**config.mk**
```make
export PLATFORM = sky130hd
export DESIGN_NAME = coin_start_sequencer
export DESIGN_NICKNAME = d
export VERILOG_FILES = /design/src/rtl/coin_start_sequencer.sv
export SDC_FILE = /design/constraint.sdc
export NUM_CORES = 1
export LEC_CHECK = 0
export CAP_MARGIN = 10
export CORE_MARGIN = 3
export CORE_UTILIZATION = 50
export CTS_BUF_LIST = sky130_fd_sc_hd__clkbuf_2 sky130_fd_sc_hd__clkbuf_4 sky130_fd_sc_hd__clkbuf_8
export DETAILED_ROUTE_END_ITERATION = 10
export PLACE_DENSITY = 0.71
export SYNTH_ARGS = -nofsm -noshare
export SYNTH_HDL_FRONTEND = slang
export SYNTH_SLANG_ARGS = --single-unit
```
**constraint.sdc**
```tcl
create_clock -name clk_sys -period 4.8 [get_ports clk_sys]
set_clock_uncertainty 0.1 [all_clocks]
set_input_delay 0.96 -clock clk_sys [delete_from_list [all_inputs] [get_ports clk_sys]]
set_output_delay 0.96 -clock clk_sys [all_outputs]
set_load 0.02 [all_outputs]
```
**src/rtl/coin_start_sequencer.sv**
```systemverilog
// Frame-timed coin/start pulse sequencer for dkong_top; define COIN_START_SEQ_FREEPLAY_EN to skip coins.
// Outputs registered, change two cycles after a request edge; requests while busy are dropped.
module coin_start_sequencer #(
  parameter int unsigned COIN_FRAMES    = 4,
  parameter int unsigned GAP_FRAMES     = 30,
  parameter int unsigned START_FRAMES   = 4,
  parameter int unsigned HOLDOFF_FRAMES = 60
) (
  input  logic clk_sys,
  input  logic reset,
  input  logic vblank,
  input  logic req_start1,
  input  logic req_start2,
  input  logic coin_manual,
  output logic coin_n,
  output logic start1_n,
  output logic start2_n,
  output logic busy
);

  typedef enum logic [2:0] {
    IDLE,
    COIN,
    GAP,
    START,
    HOLD
  } state_t;

  localparam logic [7:0] COIN_LAST  = 8'(COIN_FRAMES - 1);
  localparam logic [7:0] GAP_LAST   = 8'(GAP_FRAMES - 1);
  localparam logic [7:0] START_LAST = 8'(START_FRAMES - 1);
  localparam logic [7:0] HOLD_LAST  = 8'(HOLDOFF_FRAMES - 1);

  state_t     state;
  state_t     state_nxt;
  logic       vblank_q;
  logic       req1_q;
  logic       req2_q;
  logic       tick;
  logic       rise1;
  logic       rise2;
  logic       player2;
  logic       player2_nxt;
  logic [1:0] credits;
  logic [1:0] credits_nxt;
  logic [7:0] fcnt;

  assign tick  = vblank & ~vblank_q;
  assign rise1 = req_start1 & ~req1_q;
  assign rise2 = req_start2 & ~req2_q;

  always_ff @(posedge clk_sys) begin
    if (reset) begin
      vblank_q <= 1'b0;
      req1_q   <= 1'b0;
      req2_q   <= 1'b0;
    end else begin
      vblank_q <= vblank;
      req1_q   <= req_start1;
      req2_q   <= req_start2;
    end
  end

  always_ff @(posedge clk_sys) begin
    if (reset) begin
      state   <= IDLE;
      player2 <= 1'b0;
      credits <= 2'd0;
      fcnt    <= 8'd0;
    end else begin
      state   <= state_nxt;
      player2 <= player2_nxt;
      credits <= credits_nxt;
      // Each state runs from entry to its Nth tick, so the first frame is partial
      if (state_nxt != state) begin
        fcnt <= 8'd0;
      end else if (tick) begin
        fcnt <= fcnt + 8'd1;
      end
    end
  end

  always_comb begin
    state_nxt   = state;
    player2_nxt = player2;
    credits_nxt = credits;
    case (state)
      IDLE: begin
        if (rise1 | rise2) begin
          player2_nxt = rise2;
          credits_nxt = rise2 ? 2'd2 : 2'd1;
`ifdef COIN_START_SEQ_FREEPLAY_EN
          state_nxt   = START;
`else
          state_nxt   = COIN;
`endif
        end
      end
      COIN: begin
        if (tick && fcnt == COIN_LAST) begin
          credits_nxt = credits - 2'd1;
          state_nxt   = GAP;
        end
      end
      GAP: begin
        if (tick && fcnt == GAP_LAST) begin
          state_nxt = (credits != 2'd0) ? COIN : START;
        end
      end
      START: begin
        if (tick && fcnt == START_LAST) begin
          state_nxt = HOLD;
        end
      end
      HOLD: begin
        if (tick && fcnt == HOLD_LAST) begin
          state_nxt = IDLE;
        end
      end
      default: state_nxt = IDLE;
    endcase
  end

  // The manual coin button is registered here and bypasses the FSM entirely
  always_ff @(posedge clk_sys) begin
    if (reset) begin
      coin_n   <= 1'b1;
      start1_n <= 1'b1;
      start2_n <= 1'b1;
      busy     <= 1'b0;
    end else begin
      coin_n   <= ~((state == COIN) | coin_manual);
      start1_n <= ~((state == START) & ~player2);
      start2_n <= ~((state == START) & player2);
      busy     <= (state != IDLE);
    end
  end

endmodule

```
==> metrics, run 1 <==
status=completed; RSZ-0062 raised after global routing=no; CP arrival=2.67 ns; slowest stage delay, CP=0.48 ns; ANT nets after route=0; insertion delay to the later sink of the worst-skew pair=0.30 ns; hold_ws=0.342 ns; Placed Area=0.00121 sq mm; Max-cap violations=0; WP buf/inv=1; Slew Viols, Final=0; Unique masters post-synth=42; final hold vios=0; Synth area leaders=dfxtp_1, nor4_2, xnor2_1; minimum clock period=2.55 ns; largest net degree at the start of global routing=14; Period Utilization, post-route=0.531; Detailed Route Iter0 Violations=22; pwr dens=262 mW/mm^2; Initial Util=0.547; CTS tree=yes; clk sinks=21; DP HPWL=1530 um; die area=0.00284 sq mm; Cell Rows=16; fmax=393 MHz; M3 GR Usage=0.0254; Antenna diodes=0; crit end category=flip-flop; Final Cell Area=0.00124 sq mm; PnR worst setup slack=2.25 ns; final setup vio count=0; CP cell instances=clkdlybuf4s50_1 -> and3b_1 -> a32oi_1 -> nand3_1 -> nor4_2; DRC Markers=0; Longest Clk Path Bufs=2; CP Max Fanout=7; synthesized area=0.00112 sq mm; layout cells sized above 1=0.140; Avg Synthesized Cell Area=9.80 sq um; met1 usage=0.246; vias in the first global route=830; sequential share of the synthesized area=0.376; Area Growth Syn to Fin=10.6%; Vias/cell=5.82; flop and latch count out of synthesis=21; worst-margin pin slew=0.548 ns; Worst slew margin=0.634; H-tree depth=1; first-pass GRT wire length=3660 um; Final GP Congestion=0.879; Yosys top cell area share=0.376; die height=53.3 um; Root Driver=clkbuf_4; core box area=0.00204 sq mm; Place WS=1.96 ns; Ys Warns=0; met2 GRT Util=0.271; CTS-repair resized insts=0; Reg clk slew, reported paths=0.12 ns; final wirelength=2040 um; gr busiest metal=met2; global-route usage over all layers=0.174; CP max-delay cell=clkdlybuf4s50_1; antenna violations before repair=0; # Post-CTS Setup Buffers=0; kind of critical path=in2reg; hold buffers post-CTS=0; Num CTS Buffers=3; per-cell routed wire length=13.8 um; DIE WIDTH=53.3 um; static leakage=0.414 nW; fillcell total=212; cell family with most CP delay=simple AND/OR/NAND/NOR gates; IO Pins=10; Synth Net Count=123; startpoint types=input port; port buffer count=9; Overflow after GRT=0; worst vdd ir=0.200 mV; leading area contributor after synthesis=dfxtp_1; TritonRoute pass-1 iters=4; setup_tns=0 ns; via count=862; nets=131; Syn Inst Count=114; Hold Crit Class=reg2reg; WP data required=4.92 ns
[synth_stat cells, drive strengths merged]
cell	count
and3b	2
nand2	3
a31o	2
a311o	1
xnor2	6
and2b	1
nand4	5
o32a	1
nand4b	1
dfxtp	21
and2	1
a31oi	1
mux2i	2
buf	3
inv	6
nor3b	3
nor4	7
ha	3
nor3	6
xor2	2
nor2b	6
a211oi	1
nand2b	2
a21o	1
a311oi	2
and3	1
or4	1
clkbuf	3
o311a	1
nand3b	1
nor2	3
nor4b	3
a32oi	1
o21ai	2
a21oi	3
nand3	5
a21bo	1
[report_power, final]
part	switching, mW	internal, mW	total [mW]
clock	0.0528	0.0380	0.0908
sequential	0.00520	0.181	0.186
combinational	0.0256	0.0209	0.0465
total	0.0836	0.240	0.324
[through the flow]
step | std cells | utilization | power (mW)
final | 148 | 0.605 | 0.324
after global routing | 148 | 0.605 | 0.340
after CTS | 148 | 0.605 | 0.328
after detailed placement | 144 | 0.591 | 0.237
after global placement | 144 | 0.591 | 0.236
after floorplan | 114 | - | 0.222
[logic make-up (layout without fill, tap and decap cells)]
group	count (synthesis)	in the layout	synth area share
simple gates	51	51	0.334
buf+inv	12	19	0.0515
flops	21	21	0.376
xor+xnor	8	8	0.0627
mux	2	2	0.0179
compound gates	17	17	0.124
fa+ha+maj	3	3	0.0336
[layer usage]
metal  up-vias  routed length [um]
li1        438                   -
met1       405                1050
met2        17                 915
met3         2                  67
met4         0                   7
met5         -                   0
[state kept, by name (all words and copies together) (netlist names)]
name	flops
coin_n	1
start1_n	1
busy	1
fcnt	8
player2	1
vblank_q	1
start2_n	1
credits	2
req1_q	1
req2_q	1
state	3
[area by class of cell]
type	instances	area, sq um	area share
sequential	21	420	0.340
timing repair buffer	9	90.1	0.0729
multi-input combinational	81	639	0.517
inverter	6	22.5	0.0182
tap	27	33.8	0.0273
clock buffer	4	30.0	0.0243
[final timing paths]
check	startpoint	endpoint	slack (ns)	depth (start not counted)
hold / removal	player2$_SDFFE_PP0P_	start2_n$_SDFF_PP1_	0.34	1
hold reg to reg	player2$_SDFFE_PP0P_	start2_n$_SDFF_PP1_	0.34	1
setup / recovery	vblank	fcnt[0]$_SDFFE_PP0P_	2.25	5
setup reg to reg	fcnt[0]$_SDFFE_PP0P_	fcnt[0]$_SDFFE_PP0P_	2.82	5
[cell usage in the layout (no fill, tap or decap), types with 2 or more instances in the layout]
master and n:
and3b_1 2, clkdlybuf4s50_1 9, a31o_1 2, nor2b_1 6, nand3_1 5, mux2i_1 2, nor3_1 4, a311oi_1 2
a21oi_1 3, nand4_1 5, inv_1 6, nand2_1 3, nor4b_1 2, clkbuf_4 4, dfxtp_1 21, nand2b_1 2
nor2_1 3, nor4_2 7, xnor2_1 6, xor2_1 2, nor3_2 2, ha_1 3, nor3b_1 3
Note: power is estimated with default switching activity, not from simulation.
==> run 2, diff against run 1 <==
Settings changed: PLACE_DENSITY 0.71 to 0.74.
Clock period 4.8 ns to 2.1 ns, I/O delays scaled along.
==> run 2 against run 1 <==
  * Core utilization increased by 2.9 points
  * Die area unchanged
  * Sequential power increased by 130%
  * Via count grew 8.1%
  * Register-to-register slack worse by 2.6 ns
  * Largest power group unchanged
  * Highest routed layer unchanged
==> metrics, run 2 (synthesis results as in run 1) <==
commonest non-fill, non-tap cell in the layout=dfxtp_1 (unchanged); Max-cap violations=0 (unchanged); TritonRoute pass-1 iters=4 (unchanged); clock share of power=0.277 (was 0.280); core box area=0.00204 sq mm (unchanged); Final GP Congestion=0.806 (was 0.879); fmax=530 MHz; final setup vio count=0 (unchanged); Detailed Route Iter0 Violations=22 (unchanged); largest net degree at the start of global routing=12 (was 14); Slew Viols, Final=0 (unchanged); Vias/cell=6.01 (was 5.82); met1 usage=0.282 (was 0.246); DP HPWL=1740 um (was 1530 um); DRC Markers=0 (unchanged); Top Registers=fcnt (8), state (3), credits (2) (unchanged); per-cell routed wire length=15.1 um (was 13.8 um); minimum clock period=1.89 ns; WP buf/inv=1 (unchanged); Overflow after GRT=0 (unchanged); kind of critical path=reg2reg (was in2reg); M3 GR Usage=0.0282 (was 0.0254); startpoint types=flip-flop (was input port); die area=0.00284 sq mm (unchanged); RSZ-0062 raised after global routing=no (unchanged); Num CTS Buffers=3 (unchanged); antenna violations before repair=0 (unchanged); WP data required=2.23 ns (was 4.92 ns); static leakage=0.450 nW (was 0.414 nW); nets=138 (was 131); port buffer count=9 (unchanged); first-pass GRT wire length=4000 um (was 3660 um); Initial Util=0.547 (unchanged); Reg with most FFs=fcnt (unchanged); CP arrival=2.01 ns (was 2.67 ns); ANT nets after route=0 (unchanged); H-tree depth=1 (unchanged); Period Utilization, post-route=0.899; final core occ=0.634 (was 0.605); clk sinks=21 (unchanged); Internal Power=0.556 mW (was 0.240 mW); Hold Crit Class=reg2reg (unchanged); worst-margin pin slew=0.547 ns (was 0.548 ns); vias in the first global route=853 (was 830); CP max-delay cell=o311a_2 (was clkdlybuf4s50_1); Seq pwr share=0.568 (was 0.576); IO Pins=10 (unchanged); critical path's most frequent cell=nor4b_2; Longest Clk Path Bufs=2 (unchanged); met2 GRT Util=0.286 (was 0.271); layout cells sized above 1=0.195 (was 0.140); max reg flops=8 (unchanged); via count=932 (was 862); most frequent cells in the layout=dfxtp_1, clkdlybuf4s50_1, nor4_2, buf_4 (was dfxtp_1, clkdlybuf4s50_1, nor4_2); fillcell total=185 (was 212); gr busiest metal=met2 (unchanged); worst vdd ir=0.436 mV (was 0.200 mV); global-route usage over all layers=0.198 (was 0.174); status=completed (unchanged); CP cell instances=inv_1 -> ha_1 -> nor4b_2 -> nor4b_2 -> o311a_2 -> nor4_2 (was clkdlybuf4s50_1 -> and3b_1 -> a32oi_1 -> nand3_1 -> nor4_2); slowest stage delay, CP=0.45 ns (was 0.48 ns); switching share of power=0.260 (was 0.258); final hold vios=0 (unchanged); Reg clk slew, reported paths=0.11 ns (was 0.12 ns); CP Max Fanout=8 (was 7); pwr dens=580 mW/mm^2 (was 262 mW/mm^2); die height=53.3 um (unchanged); Root Driver=clkbuf_4 (unchanged); insertion delay to the later sink of the worst-skew pair=0.31 ns (was 0.30 ns); net switching power=0.195 mW (was 0.0836 mW); final wirelength=2350 um (was 2040 um); Pwr Total=0.751 mW (was 0.324 mW); Worst slew margin=0.634 (about the same); Area Growth Syn to Fin=15.9% (was 10.6%); hold_ws=0.327 ns (was 0.342 ns); Cell Rows=16 (unchanged); cell family with most CP delay=simple AND/OR/NAND/NOR gates (unchanged); Antenna diodes=0 (unchanged); CTS tree=yes (unchanged); DIE WIDTH=53.3 um (unchanged); Comb pwr share=0.155 (was 0.144); crit end category=flip-flop (unchanged); # Post-CTS Setup Buffers=0 (unchanged)
## run 2: cell types whose count changed in the layout (fill, tap and decap cells not counted)
cell,change
buf_4,+7
nor4b_1,-1
nor4b_2,+1
## run 2: power groups by stage
stage | clock (mW) | combinational, mW | sequential, mW
after floorplan | 0 | 0.0756 | 0.432
after global placement | 0 | 0.113 | 0.435
after detailed placement | 0 | 0.115 | 0.436
after CTS | 0.216 | 0.116 | 0.426
after global routing | 0.231 | 0.128 | 0.428
final | 0.208 | 0.117 | 0.427
## run 2: stage by stage
stage          instances  area, sq um  worst slack [ns]  TNS (ns)
3_5_place_dp         151         1260           -0.0819    -0.508
2_1_floorplan        114         1120             0.319         0
5_1_grt              155         1290             0.119         0
6_report             155         1290             0.212         0
4_1_cts              155         1290            0.0807         0
3_3_place_gp         151         1260          -0.00568  -0.00918
## run 2: cell type report
cell class | instances | area [sq um] | share of cell area
multi-input cells | 81 | 646 | 0.499
flip-flops and latches | 21 | 420 | 0.325
repair buffers | 16 | 143 | 0.110
well taps | 27 | 33.8 | 0.0261
clock buffers | 4 | 30.0 | 0.0232
inverters | 6 | 22.5 | 0.0174
## run 2: path summary, 6_finish.rpt
check,from,endpoint,slack [ns],cells past startpoint
setup / recovery,fcnt[1]$_SDFFE_PP0P_,fcnt[7]$_SDFFE_PP0P_,0.21,6
hold / removal,player2$_SDFFE_PP0P_,start2_n$_SDFF_PP1_,0.33,1
setup reg to reg,fcnt[1]$_SDFFE_PP0P_,fcnt[7]$_SDFFE_PP0P_,0.21,6
hold reg to reg,player2$_SDFFE_PP0P_,start2_n$_SDFF_PP1_,0.33,1
## run 2: timing repair
item	4_1_cts	5_1_grt
resized for setup	0	1
hold buffers	0	0
endpoints found under the setup margin	0	9
## run 2: metal layers
metal  vias to the layer above  wire length [um]
li1                        453                 -
met5                         -                 0
met4                         0                70
met1                       428              1100
met2                        42              1030
met3                         9               145
